[src/rtl/tnn_seq_ternary_neuron.sv]
// Sequential ternary-weighted neuron: accumulates N_IN activations one per beat,
// then offers the signed sum and its threshold decision over a valid/ready pair.
module tnn_seq_ternary_neuron #(
    parameter int IN_W     = 2,
    parameter int N_IN     = 4,
    parameter int DROP_LSB = 0,
    parameter int ACC_W    = IN_W + $clog2(N_IN) + 1
) (
    input  logic                clk,
    input  logic                rst_n,
    input  logic [2*N_IN-1:0]   cfg_weights,
    input  logic [ACC_W-1:0]    cfg_threshold,
    input  logic                in_valid,
    output logic                in_ready,
    input  logic [IN_W-1:0]     in_data,
    output logic                out_valid,
    input  logic                out_ready,
    output logic                out_bit,
    output logic [ACC_W-1:0]    out_sum
);

    localparam int IDX_W = (N_IN > 1) ? $clog2(N_IN) : 1;
    localparam logic [IDX_W-1:0] LAST_IDX = IDX_W'(N_IN - 1);

    typedef enum logic [1:0] {IDLE, ACCUM, DONE} state_t;

    state_t                  state_q, state_d;
    logic [IDX_W-1:0]        idx_q, idx_d;
    logic signed [ACC_W-1:0] acc_q, acc_d;
    logic signed [ACC_W-1:0] sum_q, sum_d;
    logic                    bit_q, bit_d;
    logic signed [ACC_W-1:0] term;
    logic signed [ACC_W-1:0] acc_nx;
    logic signed [ACC_W-1:0] thr_s;
    logic [1:0]              wcode;
    logic                    beat;

    // Approximate activation: clear the DROP_LSB low bits, then zero-extend.
    function automatic logic signed [ACC_W-1:0] truncate_act(input logic [IN_W-1:0] a);
        logic [IN_W-1:0] m;
        m = a & ({IN_W{1'b1}} << DROP_LSB);
        return signed'({{(ACC_W-IN_W){1'b0}}, m});
    endfunction

    assign in_ready  = rst_n && (state_q != DONE);
    assign out_valid = (state_q == DONE);
    assign out_bit   = bit_q;
    assign out_sum   = sum_q;

    assign beat  = in_valid && in_ready;
    assign wcode = cfg_weights[{idx_q, 1'b0} +: 2];
    assign term  = truncate_act(in_data);
    assign thr_s = signed'(cfg_threshold);

    always_comb begin
        case (wcode)
            2'b01:   acc_nx = acc_q + term;
            2'b11:   acc_nx = acc_q - term;
            default: acc_nx = acc_q;
        endcase
    end

    always_comb begin
        state_d = state_q;
        idx_d   = idx_q;
        acc_d   = acc_q;
        sum_d   = sum_q;
        bit_d   = bit_q;
        case (state_q)
            IDLE, ACCUM: begin
                if (beat) begin
                    acc_d = acc_nx;
                    if (idx_q == LAST_IDX) begin
                        sum_d   = acc_nx;
                        bit_d   = (acc_nx >= thr_s);
                        idx_d   = '0;
                        state_d = DONE;
                    end else begin
                        idx_d   = idx_q + 1'b1;
                        state_d = ACCUM;
                    end
                end
            end
            DONE: begin
                // Decision is held until taken; the accumulator restarts from zero.
                if (out_ready) begin
                    state_d = IDLE;
                    acc_d   = '0;
                end
            end
            default: state_d = IDLE;
        endcase
    end

    always_ff @(posedge clk) begin
        if (!rst_n) begin
            state_q <= IDLE;
            idx_q   <= '0;
            acc_q   <= '0;
            sum_q   <= '0;
            bit_q   <= 1'b0;
        end else begin
            state_q <= state_d;
            idx_q   <= idx_d;
            acc_q   <= acc_d;
            sum_q   <= sum_d;
            bit_q   <= bit_d;
        end
    end

endmodule

[config.mk]
export PLATFORM = sky130hd
export DESIGN_NAME = tnn_seq_ternary_neuron
export DESIGN_NICKNAME = d
export VERILOG_FILES = /design/src/rtl/tnn_seq_ternary_neuron.sv
export SDC_FILE = /design/constraint.sdc
export NUM_CORES = 1
export LEC_CHECK = 0
export CORE_ASPECT_RATIO = 0.5
export CORE_MARGIN = 3
export CORE_UTILIZATION = 30
export CTS_CLUSTER_SIZE = 40
export DETAILED_ROUTE_END_ITERATION = 10
export GPL_TIMING_DRIVEN = 0
export PLACE_DENSITY = 0.56
export SETUP_SLACK_MARGIN = 0.3
export SYNTH_ARGS = -nofsm -noshare
export SYNTH_HDL_FRONTEND = slang
export SYNTH_SLANG_ARGS = --single-unit
[constraint.sdc]
create_clock -name clk -period 3.8 [get_ports clk]
set_input_delay 0.76 -clock clk [delete_from_list [all_inputs] [get_ports clk]]
set_output_delay 0.76 -clock clk [all_outputs]
set_load 0.005 [all_outputs]
Word level (Yosys, flattened, before mapping):

Cells that the tools add are included.

* register bits: 15
* input bits: 19
* logic and storage cells: 36

* $add $sub $neg: 3
* $lt $le $gt $ge: 1
* equality and inequality tests: 8
* shifts and indexed selects: 1
* mux-type cells: 9
* reductions and logical operators: 9

Operators by type and width (count)
* one-hot mux 5 bit (2 select lines): 2
* two-way mux 5 bit: 2
* two-way mux 2 bit: 4
* variable part select 8 x 4 -> 2 bit: 1
* equality test 2 bit, second input constant: 3
* AND reduction 3 bit: 2
* adder 5 x 3 -> 5 bit: 1
* greater-or-equal comparator 5 bit: 1
* subtractor 5 x 3 -> 5 bit: 1
* equality test 2 x 1 -> 1 bit, second input constant: 2
* != test 2 bit, second input constant: 2
* one-hot mux 2 bit (2 select lines): 1
* AND reduction 2 bit: 2
* adder 2 x 1 -> 2 bit, second input constant: 1
* logical AND 1 bit: 2
* zero test 2 bit: 1
* != test 2 x 1 -> 1 bit, second input constant: 1
* nonzero test 2 bit: 1
* OR reduction 2 bit: 1

Logic depth before layout (Yosys ltp):

* depth after elaboration: 5
* depth in mapped cells: 15
* mapped depth without buffers: 14

Least setup slack after synthesis:

Ideal clock, no wire load.

* path type: input to register
* from: in cfg_weights[6]
* to: reg bit_q, in the netlist out_bit
* setup time: 0.134 ns
* arrival: 3.416 ns
* path slack: 0.250 ns
* cell stages on the path: 15
* cells stage by stage: mux4_2 > buf_6 > nand2_1 > nor2_1 > a21o_1 > fa_1 > nand2b_1 > a21oi_1 > xnor2_1 > nand2_1 > xnor2_1 > ha_1 > nand3b_1 > o211ai_1 > a41oi_1

* word-level cells in the longest chain between the ends: 4
* elaborated cells on any way between the ends: 5

RTL lines
* start: declaration: line 11 `input logic [2*N_IN-1:0] cfg_weights,`
* variable part select 8 x 4 -> 2 bit *: line 51 `assign wcode = cfg_weights[{idx_q, 1'b0} +: 2];`
* equality test 2 bit / equality test 2 x 1 -> 1 bit (equally long branches): line 56 `case (wcode)`
* one-hot mux 5 bit (2 select lines) *: line 56
* net acc_nx[4]: line 33 `logic signed [ACC_W-1:0] acc_nx;`
* greater-or-equal comparator 5 bit *: line 75 `bit_d = (acc_nx >= thr_s);`
* end signal: assignment: line 107 `bit_q <= bit_d;`
* end: declaration: line 31 `logic bit_q, bit_d;`

Mark *: on every way through the listed nets, which the timed path passes. The rest lies on a longest branch.
A chain may end at the register's enable or synchronous reset.

Worst setup path after layout:

* from: in cfg_weights[7]
* to: reg bit_q, in the netlist out_bit

The elaborated chain is that of the path after synthesis.

==> flow_metrics.py <==
metrics = {
    "clock_network": {
        "cts_buffers": 3,
        "cts-root-buf": "clkbuf_8",
        "ctsHtreeMaxLevel": 1,
        "tritoncts": "done",
        "clk_pin_slew_ns": 0.06,
        "cts_buffer_depth": 2,
        "cts.sinks": 15,
        "clkLatencyLatePin_ns": 0.25,
    },
    "global_routing": {
        "grt_usage_pct": 13.1,
        "grt_pass1_vias": 888,
        "overflow": 0,
        "grt_pass1_wl_um": 4170,
        "grt_max_degree": 11,
        "antenna_found_initial": 0,
    },
    "layout": {
        "fin_nets": 192,
        "syn_to_final_growth_pct": 41.8,
        "multi_input_area_um2": 704,
        "final_layout_size_suffix_gt1_share_pct": 16.9,
        "regArea_um2": 300,
        "fin_area_um2": 1460,
        "num_antenna_cells": 0,
        "fillers": 306,
        "stdcell_count": 200,
    },
    "sta": {
        "final_max_slew_viol_count": 0,
        "relSlewSlack_pct": 67.3,
        "finalWorstSetupSlack_ns": 0.438,
        "post-route-min-period_ns": 3.36,
        "skew_ns": 0.00229,
        "period_share_pct": 88.5,
        "rsz0062_at_grt": "false",
        "tightestPinTransition_ns": 0.491,
        "fmax_mhz": 297,
        "finalHoldViolCount": 0,
        "finalSetupViolations": 0,
    },
    "die": {
        "rows": 14,
        "die-area_um2": 4220,
        "coreArea_um2": 3140,
        "die_width_um": 89.0,
        "initial_core_util_pct": 32.9,
        "ioPinCount": 27,
        "chipHeight_um": 47.5,
    },
    "placement": {
        "hpwl_um": 1990,
        "place.gp.congestion": 0.742,
        "io_buffer_count": 26,
        "place_area_um2": 1360,
        "preCtsSetupSlack_ns": -0.311,
        "dpl.cell_count": 189,
    },
    "logic_synthesis": {
        "synthArstFlopShare_pct": 0,
        "ys.flop_type": "dfxtp_1",
        "seq_area_frac_synth_pct": 29.1,
        "synth_nets": 154,
        "yosysTopAreaCell": "dfxtp_1",
        "synth_edf_count": 0,
        "synthTopCellsByArea": "dfxtp_1 (29%), ha_1 (13%), mux4_2 (4.4%)",
        "netlist_instances": 123,
        "yosys_warnings": 0,
        "avgSynthCellArea_um2": 8.39,
        "post-synth-top-count-cell": "dfxtp_1",
        "synth_top_area_share_pct": 29.1,
        "yosysUniqueCellTypes": 38,
        "synth_top_cells_by_count": "dfxtp_1 (15), nand2_1 (12), nor2_1 (12), ha_1 (11), inv_1 (11)",
        "ys_ff_latch": 15,
        "synth_area_um2": 1030,
    },
    "power_and_ir_drop": {
        "vdd_drop_max_uv": 109,
        "comb_power_share_pct": 39.3,
        "swShare_pct": 32.2,
        "p_per_area_nw_per_um2": 348,
        "leakagePower_uw": 0.000618,
        "pwr-share-clk_pct": 26.5,
        "p_seq_share_pct": 34.2,
        "p_sw_uw": 164,
        "internal-power_uw": 346,
    },
    "worst_setup_path": {
        "cp.arrival_ns": 3.54,
        "crit_type": "in -> reg",
        "required_ns": 3.98,
        "cp.buffers_inverters": 1,
        "slowest_delay_ns": 0.52,
        "crit_family": "adder cells",
        "crit_path_top_delay_cell": "mux4_2",
        "start_kind": "primary input",
        "worst-path-max-fanout": 3,
        "path_cells": "dlygate4sd2_1 > mux4_2 > nand2_4 > nor2_2 > a21o_1 > fa_2 > nand2b_4 > a21oi_4 > xnor2_2 > nand2_1 > xnor2_1 > ha_1 > nand3b_1 > o211ai_1 > a41oi_1",
        "endpoint_kind": "register",
    },
    "routing": {
        "vias": 965,
        "ant_nets": 0,
        "via_per_inst": 4.83,
        "dr.pass1.iters": 4,
        "drt_iter0_drc": 31,
        "routed_wl_um": 2580,
        "wl_per_cell_um": 12.9,
        "drc_errors": 0,
    },
    "job": {
        "cap_violations": 0,
    },
    "worst_hold_path": {
        "min_path_type": "reg -> reg",
    },
    "status": {
        "status": "complete, no violations",
    },
}
through the flow:
stage	utilization (%)	hold WS, ns	power (uW)	TNS, ns
after floorplan	-	0.419	299	0
after global routing	46.7	0.491	545	0
final	46.7	0.460	510	0
after CTS	46.5	0.461	509	0
after detailed placement	43.3	0.452	350	-0.311
after global placement	43.3	0.445	347	-0.286
sequential cells by signal (all words and copies together) (netlist names):
name / count
acc_q: 5
out_sum: 5
idx_q: 2
state_q: 2
out_bit: 1
cell type report:
cell class | instances | share of cell area [%]
well taps | 40 | 3.42
multi-input cells | 93 | 48.1
clock buffers | 4 | 3.08
flip-flops and latches | 15 | 20.5
repair buffers | 33 | 20.3
inverters | 11 | 2.82
plain buffers | 4 | 1.71
worst min-delay path: stages (launching register included):
cell	delay (ns)
dfxtp_1	0.31
nand2_1	0.05
a21oi_1	0.05
cell usage in the layout (no fill, tap or decap), drive strengths merged, types with 2 or more instances in the layout:
master and count:
dfxtp 15, nor2b 4, nand4b 2, clkdlybuf4s50 18, ha 11, dlygate4sd2 4
clkbuf 7, nand3b 2, nand2 12, inv 11, o21a 3, buf 10
a21oi 8, o21ai 7, a22oi 2, nand3 2, clkdlybuf4s15 2, mux4 2
nor2 13, xnor2 3, and2 2, nand2b 4
power by group through the flow:
stage,logic [uW],clock network (uW),registers [uW]
3_3_place_gp,169,0,178
6_report,201,135,174
2_1_floorplan,124,0,176
3_5_place_dp,172,0,178
5_1_grt,225,144,176
4_1_cts,197,139,174
metal layers:
| layer | up-vias | track usage (%) | part of all wire [%] |
|---|---|---|---|
| met3 | 5 | 4.12 | 3.4 |
| li1 | 503 | - | - |
| met1 | 440 | 17.9 | 51 |
| met2 | 17 | 20.9 | 44 |
| met4 | 0 | 2.67 | 1.2 |
| met5 | - | 0 | 0 |
logic make-up after synthesis:
family | synth area share (%)
compound gates | 19.2
fa+ha+maj | 15.3
mux | 5.33
simple gates | 22.2
flops | 29.1
xor+xnor | 2.55
buf+inv | 6.42
path summary, 6_finish.rpt:
kind / startpoint / endpoint / slack (ns) / cells after the start
setup reg to reg: idx_q[0] / out_bit / 0.60 / 15
hold / removal: out_sum[1] / out_sum[1] / 0.46 / 2
hold reg to reg: out_sum[1] / out_sum[1] / 0.46 / 2
setup / recovery: cfg_weights[7] / out_bit / 0.44 / 15
timing repair:
action | CTS | global route
endpoints found under the setup margin | 1 | 1
setup buffers | 6 | 1
cloned | 0 | 0
pin swaps | 10 | 8
gates resized for setup | 12 | 7
hold buffers | 0 | 0
No activity file was read; power rests on OpenSTA's default activity.
